## config.mk

```make
export PLATFORM = sky130hd
export DESIGN_NAME = pipe_hazard_ctrl_flat
export DESIGN_NICKNAME = d
export VERILOG_FILES = /design/src/rtl/pipe_hazard_ctrl_if.sv /design/src/rtl/pipe_hazard_ctrl.sv /design/src/flat_wrapper.sv
export SDC_FILE = /design/constraint.sdc
export NUM_CORES = 1
export LEC_CHECK = 0
export CORE_ASPECT_RATIO = 1.4
export CORE_MARGIN = 2
export CORE_UTILIZATION = 25
export CTS_CLUSTER_SIZE = 40
export DETAILED_ROUTE_END_ITERATION = 10
export DONT_BUFFER_PORTS = 1
export GPL_TIMING_DRIVEN = 0
export SYNTH_ARGS = -nofsm -noshare
export SYNTH_HDL_FRONTEND = slang
export SYNTH_SLANG_ARGS = --single-unit
export TNS_END_PERCENT = 1
```

## constraint.sdc

```tcl
create_clock -name clk -period 2.9 [get_ports clk]
set_input_delay 0.29 -clock clk [delete_from_list [all_inputs] [get_ports clk]]
set_output_delay 0.29 -clock clk [all_outputs]
set_load 0.03 [all_outputs]
```

## src/rtl/pipe_hazard_ctrl_if.sv

```systemverilog
// rtl/pipe_hazard_ctrl_if.sv - pipeline hazard controller signal bundle
interface pipe_hazard_ctrl_if #(
  parameter int CNT_W = 32
);
  logic             decode_i_valid;
  logic [4:0]       decode_i_rs1;
  logic [4:0]       decode_i_rs2;
  logic             decode_i_rs1_ren;
  logic             decode_i_rs2_ren;
  logic             decode_i_serialize;
  logic [4:0]       regE_i_rd;
  logic             regE_i_reg_wen;
  logic             regE_i_is_load;
  logic             execute_i_redirect;
  logic             regM_i_mem_valid;
  logic             dmem_i_ready;
  logic             ifu_i_valid;
  logic             regF_o_stall;
  logic             regD_o_stall;
  logic             regD_o_bubble;
  logic             regE_o_stall;
  logic             regE_o_bubble;
  logic             regM_o_stall;
  logic             regW_o_bubble;
  logic [1:0]       ctrl_o_state;
  logic [CNT_W-1:0] ctrl_o_stall_cycles;
  logic [CNT_W-1:0] ctrl_o_flush_count;

  modport master (
    output decode_i_valid, decode_i_rs1, decode_i_rs2, decode_i_rs1_ren, decode_i_rs2_ren,
           decode_i_serialize, regE_i_rd, regE_i_reg_wen, regE_i_is_load, execute_i_redirect,
           regM_i_mem_valid, dmem_i_ready, ifu_i_valid,
    input  regF_o_stall, regD_o_stall, regD_o_bubble, regE_o_stall, regE_o_bubble,
           regM_o_stall, regW_o_bubble, ctrl_o_state, ctrl_o_stall_cycles, ctrl_o_flush_count
  );

  modport slave (
    input  decode_i_valid, decode_i_rs1, decode_i_rs2, decode_i_rs1_ren, decode_i_rs2_ren,
           decode_i_serialize, regE_i_rd, regE_i_reg_wen, regE_i_is_load, execute_i_redirect,
           regM_i_mem_valid, dmem_i_ready, ifu_i_valid,
    output regF_o_stall, regD_o_stall, regD_o_bubble, regE_o_stall, regE_o_bubble,
           regM_o_stall, regW_o_bubble, ctrl_o_state, ctrl_o_stall_cycles, ctrl_o_flush_count
  );
endinterface

```

## src/rtl/pipe_hazard_ctrl.sv

```systemverilog
// rtl/pipe_hazard_ctrl.sv - pipeline stall/bubble control with serialize drain FSM
module pipe_hazard_ctrl #(
  parameter int DRAIN_CYCLES = 3,
  parameter int CNT_W        = 32
) (
  input  logic                clk,
  input  logic                rst,
  pipe_hazard_ctrl_if.slave   bus
);

  typedef enum logic [1:0] {
    ST_RUN   = 2'd0,
    ST_DRAIN = 2'd1
  } state_t;

  state_t           state_q, state_d;
  logic [3:0]       cnt_q, cnt_d;
  logic [CNT_W-1:0] stall_cyc_q, stall_cyc_d;
  logic [CNT_W-1:0] flush_q, flush_d;

  logic mem_wait, redirect, load_use, ser_start, fetch_wait;
  logic rs1_hit, rs2_hit;
  logic f_stall, d_stall, d_bubble, e_stall, e_bubble, m_stall, w_bubble;
  logic redirect_taken;

  assign mem_wait   = bus.regM_i_mem_valid & ~bus.dmem_i_ready;
  assign redirect   = bus.execute_i_redirect;
  assign rs1_hit    = bus.decode_i_rs1_ren & (bus.decode_i_rs1 == bus.regE_i_rd);
  assign rs2_hit    = bus.decode_i_rs2_ren & (bus.decode_i_rs2 == bus.regE_i_rd);
  assign load_use   = bus.regE_i_is_load & bus.regE_i_reg_wen & (bus.regE_i_rd != 5'd0) &
                      bus.decode_i_valid & (rs1_hit | rs2_hit);
  assign ser_start  = bus.decode_i_valid & bus.decode_i_serialize;
  assign fetch_wait = ~bus.ifu_i_valid;

  always_comb begin
    state_d        = state_q;
    cnt_d          = cnt_q;
    f_stall        = 1'b0;
    d_stall        = 1'b0;
    d_bubble       = 1'b0;
    e_stall        = 1'b0;
    e_bubble       = 1'b0;
    m_stall        = 1'b0;
    w_bubble       = 1'b0;
    redirect_taken = 1'b0;
    if (mem_wait) begin
      // Whole pipe frozen; redirect/serialize are seen again once E is released.
      f_stall  = 1'b1;
      d_stall  = 1'b1;
      e_stall  = 1'b1;
      m_stall  = 1'b1;
      w_bubble = 1'b1;
    end else if (redirect) begin
      d_bubble       = 1'b1;
      e_bubble       = 1'b1;
      redirect_taken = 1'b1;
      state_d        = ST_RUN;
      cnt_d          = 4'd0;
    end else if (state_q == ST_DRAIN) begin
      if (cnt_q > 4'd1) begin
        f_stall  = 1'b1;
        d_stall  = 1'b1;
        e_bubble = 1'b1;
        cnt_d    = cnt_q - 4'd1;
      end else begin
        state_d = ST_RUN;
        cnt_d   = 4'd0;
      end
    end else if (load_use) begin
      f_stall  = 1'b1;
      d_stall  = 1'b1;
      e_bubble = 1'b1;
    end else if (ser_start) begin
      // Entry cycle is the first of the DRAIN_CYCLES bubbles.
      f_stall  = 1'b1;
      d_stall  = 1'b1;
      e_bubble = 1'b1;
      state_d  = ST_DRAIN;
      cnt_d    = 4'(DRAIN_CYCLES);
    end else if (fetch_wait) begin
      f_stall  = 1'b1;
      d_bubble = 1'b1;
    end
  end

  assign bus.regF_o_stall  = f_stall  & rst;
  assign bus.regD_o_stall  = d_stall  & rst;
  assign bus.regD_o_bubble = d_bubble & rst;
  assign bus.regE_o_stall  = e_stall  & rst;
  assign bus.regE_o_bubble = e_bubble & rst;
  assign bus.regM_o_stall  = m_stall  & rst;
  assign bus.regW_o_bubble = w_bubble & rst;

  assign stall_cyc_d = f_stall ? stall_cyc_q + CNT_W'(1) : stall_cyc_q;
  assign flush_d     = redirect_taken ? flush_q + CNT_W'(1) : flush_q;

  always_ff @(posedge clk or negedge rst) begin
    if (!rst) begin
      state_q     <= ST_RUN;
      cnt_q       <= 4'd0;
      stall_cyc_q <= '0;
      flush_q     <= '0;
    end else begin
      state_q     <= state_d;
      cnt_q       <= cnt_d;
      stall_cyc_q <= stall_cyc_d;
      flush_q     <= flush_d;
    end
  end

  assign bus.ctrl_o_state        = state_q;
  assign bus.ctrl_o_stall_cycles = stall_cyc_q;
  assign bus.ctrl_o_flush_count  = flush_q;

endmodule
```

## src/flat_wrapper.sv

```systemverilog
// flat-port wrapper written by rule: the top's interface ports become plain ports
module pipe_hazard_ctrl_flat 
#(
  parameter int DRAIN_CYCLES = 3,
  parameter int CNT_W        = 32
)
  (clk, rst, bus_decode_i_valid, bus_decode_i_rs1, bus_decode_i_rs2, bus_decode_i_rs1_ren, bus_decode_i_rs2_ren, bus_decode_i_serialize, bus_regE_i_rd, bus_regE_i_reg_wen, bus_regE_i_is_load, bus_execute_i_redirect, bus_regM_i_mem_valid, bus_dmem_i_ready, bus_ifu_i_valid, bus_regF_o_stall, bus_regD_o_stall, bus_regD_o_bubble, bus_regE_o_stall, bus_regE_o_bubble, bus_regM_o_stall, bus_regW_o_bubble, bus_ctrl_o_state, bus_ctrl_o_stall_cycles, bus_ctrl_o_flush_count);
  pipe_hazard_ctrl_if #(.CNT_W(CNT_W)) bus_i ();
  input  logic clk;
  input  logic rst;
  input wire logic [$bits(bus_i.decode_i_valid)-1:0] bus_decode_i_valid;
  input wire logic [$bits(bus_i.decode_i_rs1)-1:0] bus_decode_i_rs1;
  input wire logic [$bits(bus_i.decode_i_rs2)-1:0] bus_decode_i_rs2;
  input wire logic [$bits(bus_i.decode_i_rs1_ren)-1:0] bus_decode_i_rs1_ren;
  input wire logic [$bits(bus_i.decode_i_rs2_ren)-1:0] bus_decode_i_rs2_ren;
  input wire logic [$bits(bus_i.decode_i_serialize)-1:0] bus_decode_i_serialize;
  input wire logic [$bits(bus_i.regE_i_rd)-1:0] bus_regE_i_rd;
  input wire logic [$bits(bus_i.regE_i_reg_wen)-1:0] bus_regE_i_reg_wen;
  input wire logic [$bits(bus_i.regE_i_is_load)-1:0] bus_regE_i_is_load;
  input wire logic [$bits(bus_i.execute_i_redirect)-1:0] bus_execute_i_redirect;
  input wire logic [$bits(bus_i.regM_i_mem_valid)-1:0] bus_regM_i_mem_valid;
  input wire logic [$bits(bus_i.dmem_i_ready)-1:0] bus_dmem_i_ready;
  input wire logic [$bits(bus_i.ifu_i_valid)-1:0] bus_ifu_i_valid;
  output wire logic [$bits(bus_i.regF_o_stall)-1:0] bus_regF_o_stall;
  output wire logic [$bits(bus_i.regD_o_stall)-1:0] bus_regD_o_stall;
  output wire logic [$bits(bus_i.regD_o_bubble)-1:0] bus_regD_o_bubble;
  output wire logic [$bits(bus_i.regE_o_stall)-1:0] bus_regE_o_stall;
  output wire logic [$bits(bus_i.regE_o_bubble)-1:0] bus_regE_o_bubble;
  output wire logic [$bits(bus_i.regM_o_stall)-1:0] bus_regM_o_stall;
  output wire logic [$bits(bus_i.regW_o_bubble)-1:0] bus_regW_o_bubble;
  output wire logic [$bits(bus_i.ctrl_o_state)-1:0] bus_ctrl_o_state;
  output wire logic [$bits(bus_i.ctrl_o_stall_cycles)-1:0] bus_ctrl_o_stall_cycles;
  output wire logic [$bits(bus_i.ctrl_o_flush_count)-1:0] bus_ctrl_o_flush_count;
  assign bus_i.decode_i_valid = bus_decode_i_valid;
  assign bus_i.decode_i_rs1 = bus_decode_i_rs1;
  assign bus_i.decode_i_rs2 = bus_decode_i_rs2;
  assign bus_i.decode_i_rs1_ren = bus_decode_i_rs1_ren;
  assign bus_i.decode_i_rs2_ren = bus_decode_i_rs2_ren;
  assign bus_i.decode_i_serialize = bus_decode_i_serialize;
  assign bus_i.regE_i_rd = bus_regE_i_rd;
  assign bus_i.regE_i_reg_wen = bus_regE_i_reg_wen;
  assign bus_i.regE_i_is_load = bus_regE_i_is_load;
  assign bus_i.execute_i_redirect = bus_execute_i_redirect;
  assign bus_i.regM_i_mem_valid = bus_regM_i_mem_valid;
  assign bus_i.dmem_i_ready = bus_dmem_i_ready;
  assign bus_i.ifu_i_valid = bus_ifu_i_valid;
  assign bus_regF_o_stall = bus_i.regF_o_stall;
  assign bus_regD_o_stall = bus_i.regD_o_stall;
  assign bus_regD_o_bubble = bus_i.regD_o_bubble;
  assign bus_regE_o_stall = bus_i.regE_o_stall;
  assign bus_regE_o_bubble = bus_i.regE_o_bubble;
  assign bus_regM_o_stall = bus_i.regM_o_stall;
  assign bus_regW_o_bubble = bus_i.regW_o_bubble;
  assign bus_ctrl_o_state = bus_i.ctrl_o_state;
  assign bus_ctrl_o_stall_cycles = bus_i.ctrl_o_stall_cycles;
  assign bus_ctrl_o_flush_count = bus_i.ctrl_o_flush_count;
  pipe_hazard_ctrl #(.DRAIN_CYCLES(DRAIN_CYCLES), .CNT_W(CNT_W)) u_core (.clk(clk), .rst(rst), .bus(bus_i));
endmodule
```

==> metrics.md <==
| Metric | Value |
|---|---|
| Worst Path Required | `2.61 ns` |
| Largest net degree at the start of global routing | `70` |
| Post-synthesis register bit count | `69` |
| Post-Route WL | `8480 µm` |
| Adder-cell share of the synthesized area | `1.42%` |
| Largest family of logic cells by synthesized area | `simple AND/OR/NAND/NOR gates` |
| Core area | `13800 µm²` |
| Total Neg Setup Slack | `0 ns` |
| Worst min path class | `in2reg` |
| Power per Cell Area | `768 nW/µm²` |
| Router iterations before antenna repair | `4` |
| Synth cell types | `45` |
| # port buffers | `0` |
| Period utilization | `95.1%` |
| M2 GR Usage | `20.7%` |
| Clock sinks | `69` |
| Gate count after technology mapping | `337` |
| Ports | `100` |
| WP buf/inv | `2` |
| Most frequent cell after synthesis | `dfrtp_1` |
| Outcome | `finished, final reports clean` |
| Maximum VDD drop | `0.426 mV` |
| Footprint of the multi-input gates | `1680 µm²` |
| Initial antenna violation count | `0` |
| Slew headroom | `32.2%` |
| CTS tree | `built` |
| RSZ-0062 raised after global routing | `false` |
| Clk Latency, worst-skew pair | `0.32 ns` |
| Crit-path cells | `inv_1, ha_1, or2_1, a31o_1, a22o_1, a21o_4, buf_2, nor2_4` |
| Endpoint class of the critical path | `output port` |
| Cell row count | `51` |
| Synth Net Count | `368` |
| Yosys warning count | `0` |
| Overflow after GRT | `0` |
| Slew Viols, Final | `0` |
| Top cells by area, synth | `dfrtp_1 49%, xor2_1 10%, xnor2_1 7.5%` |
| Post-route cell area | `4080 µm²` |
| DIE AREA | `15100 µm²` |
| Clk buf depth | `2` |
| Final Hold Fails | `0` |
| FMAX | `363 MHz` |
| GRT busiest layer | `met2` |
| Initial DRC Count | `128` |
| Worst Setup Start Kind | `flop` |
| Dpl cell area | `3750 µm²` |
| Post-synthesis mux area share | `0.640%` |
| Minimum clock period | `2.76 ns` |
| Slowest-stage cell, CP | `dfrtp_1` |
| GRT Util Overall | `11.4%` |
| Slowest stage delay, CP | `0.39 ns` |
| Detailed Place HPWL | `6410 µm` |
| WS Path Type | `reg2out` |
| Initial core utilization | `25.4%` |
| Synth Flop Type | `dfrtp_1` |
| Post-synth top cells | `69 x dfrtp_1, 41 x xor2_1, 30 x xnor2_1` |
| Root buf cell | `clkbuf_16` |
| Tightest Pin Transition | `1.01 ns` |
| Vias | `2510` |
| Asr flop ratio synth | `100%` |
| Synth Area in Compound Gates | `4.37%` |
| Synth area leader | `dfrtp_1` |
| Leakage | `1.76 nW` |
| Final Skew | `0.00927 ns` |
| Vias in the first global route | `2592` |
| P&R area growth vs syn | `15.8%` |
| Fill cells | `1449` |
| EDFF count, synth | `0` |
| GP Congestion | `0.746` |
| DRC | `0` |
| Inserted Clock Buffers | `9` |
| Worst path top cell family by delay | `compound AO/OA/AOI/OAI gates` |
| Share of cells above drive strength 1 | `10.7%` |
| Drt wl/cell | `15.7 µm` |
| Die Wd | `104 µm` |
| CP arrival | `2.47 ns` |
| Final setup fails | `0` |
| Fin nets | `381` |
| CP max FO | `10` |
| # H-tree levels | `3` |
| Post-DRT Antenna Nets | `0` |
| Simple-gate share of the synthesized area | `22.7%` |
| Via density | `4.65` |
| Synth top area share | `49.0%` |
| Ant. Diodes | `0` |
| GR Util met3 | `4.91%` |
| GR Util met1 | `11.9%` |
| Clock-pin slew on the worst setup and hold paths | `0.06 ns` |
| Vert. Die Dim | `144 µm` |
| FF+latch area | `1730 µm²` |
| Sequential area share after synthesis | `49.0%` |
| Max_cap viols | `0` |
| First-pass GRT wire length | `13500 µm` |
| Synth Area in XOR/XNOR | `18.1%` |
| Mapped Area | `3520 µm²` |
| Avg Inst Size Synth | `10.4 µm²` |
worst paths after layout:
kind	start	endpoint	slack (ns)	depth (start not counted)
max reg2reg	u_core.bus.ctrl_o_flush_count[6]$_DFFE_PN0P_	u_core.bus.ctrl_o_flush_count[31]$_DFFE_PN0P_	0.38	6
max in group asynchronous	rst	u_core.bus.ctrl_o_stall_cycles[16]$_DFFE_PN0P_	2.09	2
min reg2reg	u_core.cnt_q[1]$_DFFE_PN0P_	u_core.cnt_q[1]$_DFFE_PN0P_	0.53	1
max	u_core.cnt_q[0]$_DFFE_PN0P_	bus_regF_o_stall	0.14	8
min in group asynchronous	rst	u_core.bus.ctrl_o_flush_count[20]$_DFFE_PN0P_	0.50	2
min	bus_decode_i_valid	u_core.bus.ctrl_o_state[0]$_DFFE_PN0P_	0.40	4
final cells by class:
cell class	count	area share, %
flip-flops and latches	69	42.3
multi-input cells	240	41.1
clock buffers	13	6.38
well taps	185	5.68
plain buffers	12	1.63
inverters	16	1.47
repair buffers	2	0.921
clock inverters	3	0.491
registers in the layout, indices dropped and copies added, names as in the netlist:
register                        count
u_core.bus.ctrl_o_state             1
u_core.cnt_q                        4
u_core.bus.ctrl_o_flush_count      32
u_core.bus.ctrl_o_stall_cycles     32
stage by stage:
step | setup WS (ns) | utilization (%) | cells | hold WS (ns) | total power (W)
2_1_floorplan | 0.474 | - | 337 | -0.00559 | 0.00194
3_3_place_gp | 0.234 | 27.1 | 522 | -0.00286 | 0.00207
3_5_place_dp | 0.206 | 27.1 | 522 | -0.00337 | 0.00211
4_1_cts | 0.00574 | 29.4 | 540 | 0.390 | 0.00318
5_1_grt | 0.00189 | 29.4 | 540 | 0.399 | 0.00331
6_report | 0.142 | 29.4 | 540 | 0.404 | 0.00313
metal layers:
layer  up-vias  share of wire, %
met5         -                 0
met4         0               1.6
met3         9               7.4
met2        76                53
met1      1238                38
li1       1187                 -
power by group:
| group | leakage (nW) | total (W) | internal (W) | switching (W) |
|---|---|---|---|---|
| clock | 0.132 | 0.00102 | 0.000625 | 0.000400 |
| combinational | 0.739 | 0.000517 | 0.000202 | 0.000316 |
| sequential | 0.885 | 0.00159 | 0.00110 | 0.000483 |
| total | 1.76 | 0.00313 | 0.00193 | 0.00120 |
worst min-delay path, delay by kind of cell:
kind,cells,cell delay (ns)
compound gates,3,0.34
simple gates,1,0.05
logic make-up (layout without fill, tap and decap cells):
logic type               count (synthesis)  in the layout
AO/OA/AOI/OAI                           20             20
adder cells (fa/ha/maj)                  4              4
other                                    1              1
multiplexers                             2              2
buffers and inverters                   28             46
AND/OR/NAND/NOR                        141            141
XOR/XNOR                                72             72
flip-flops                              69             69
cell usage in the layout (no fill, tap or decap), types with 2 or more instances in the layout:
cell and instances:
clkbuf_1 8, o21ai_0 2, and4_1 4, buf_2 2, nor3_1 18, or4_1 2
clkinvlp_4 2, dfrtp_1 69, a31oi_1 2, buf_4 3, inv_1 16, a21oi_1 2
xnor2_1 30, nand3_1 21, ha_1 4, nand2_1 27, and3_1 8, nor2_1 19
clkbuf_8 2, or3_1 2, a211oi_1 2, clkbuf_16 9, nor4_1 5, nor4_2 10
and2_1 4, a21o_1 2, nand4_1 14, xor2_1 41, mux2_2 2
what timing repair did:
action | CTS | global route
endpoints found under the setup margin | 1 | 1
setup buffers | 0 | 0
resized for setup | 1 | 1
hold buffers | 2 | 0
hold endpoints to repair | 69 | 0
Note: power is estimated with default switching activity, not from simulation.
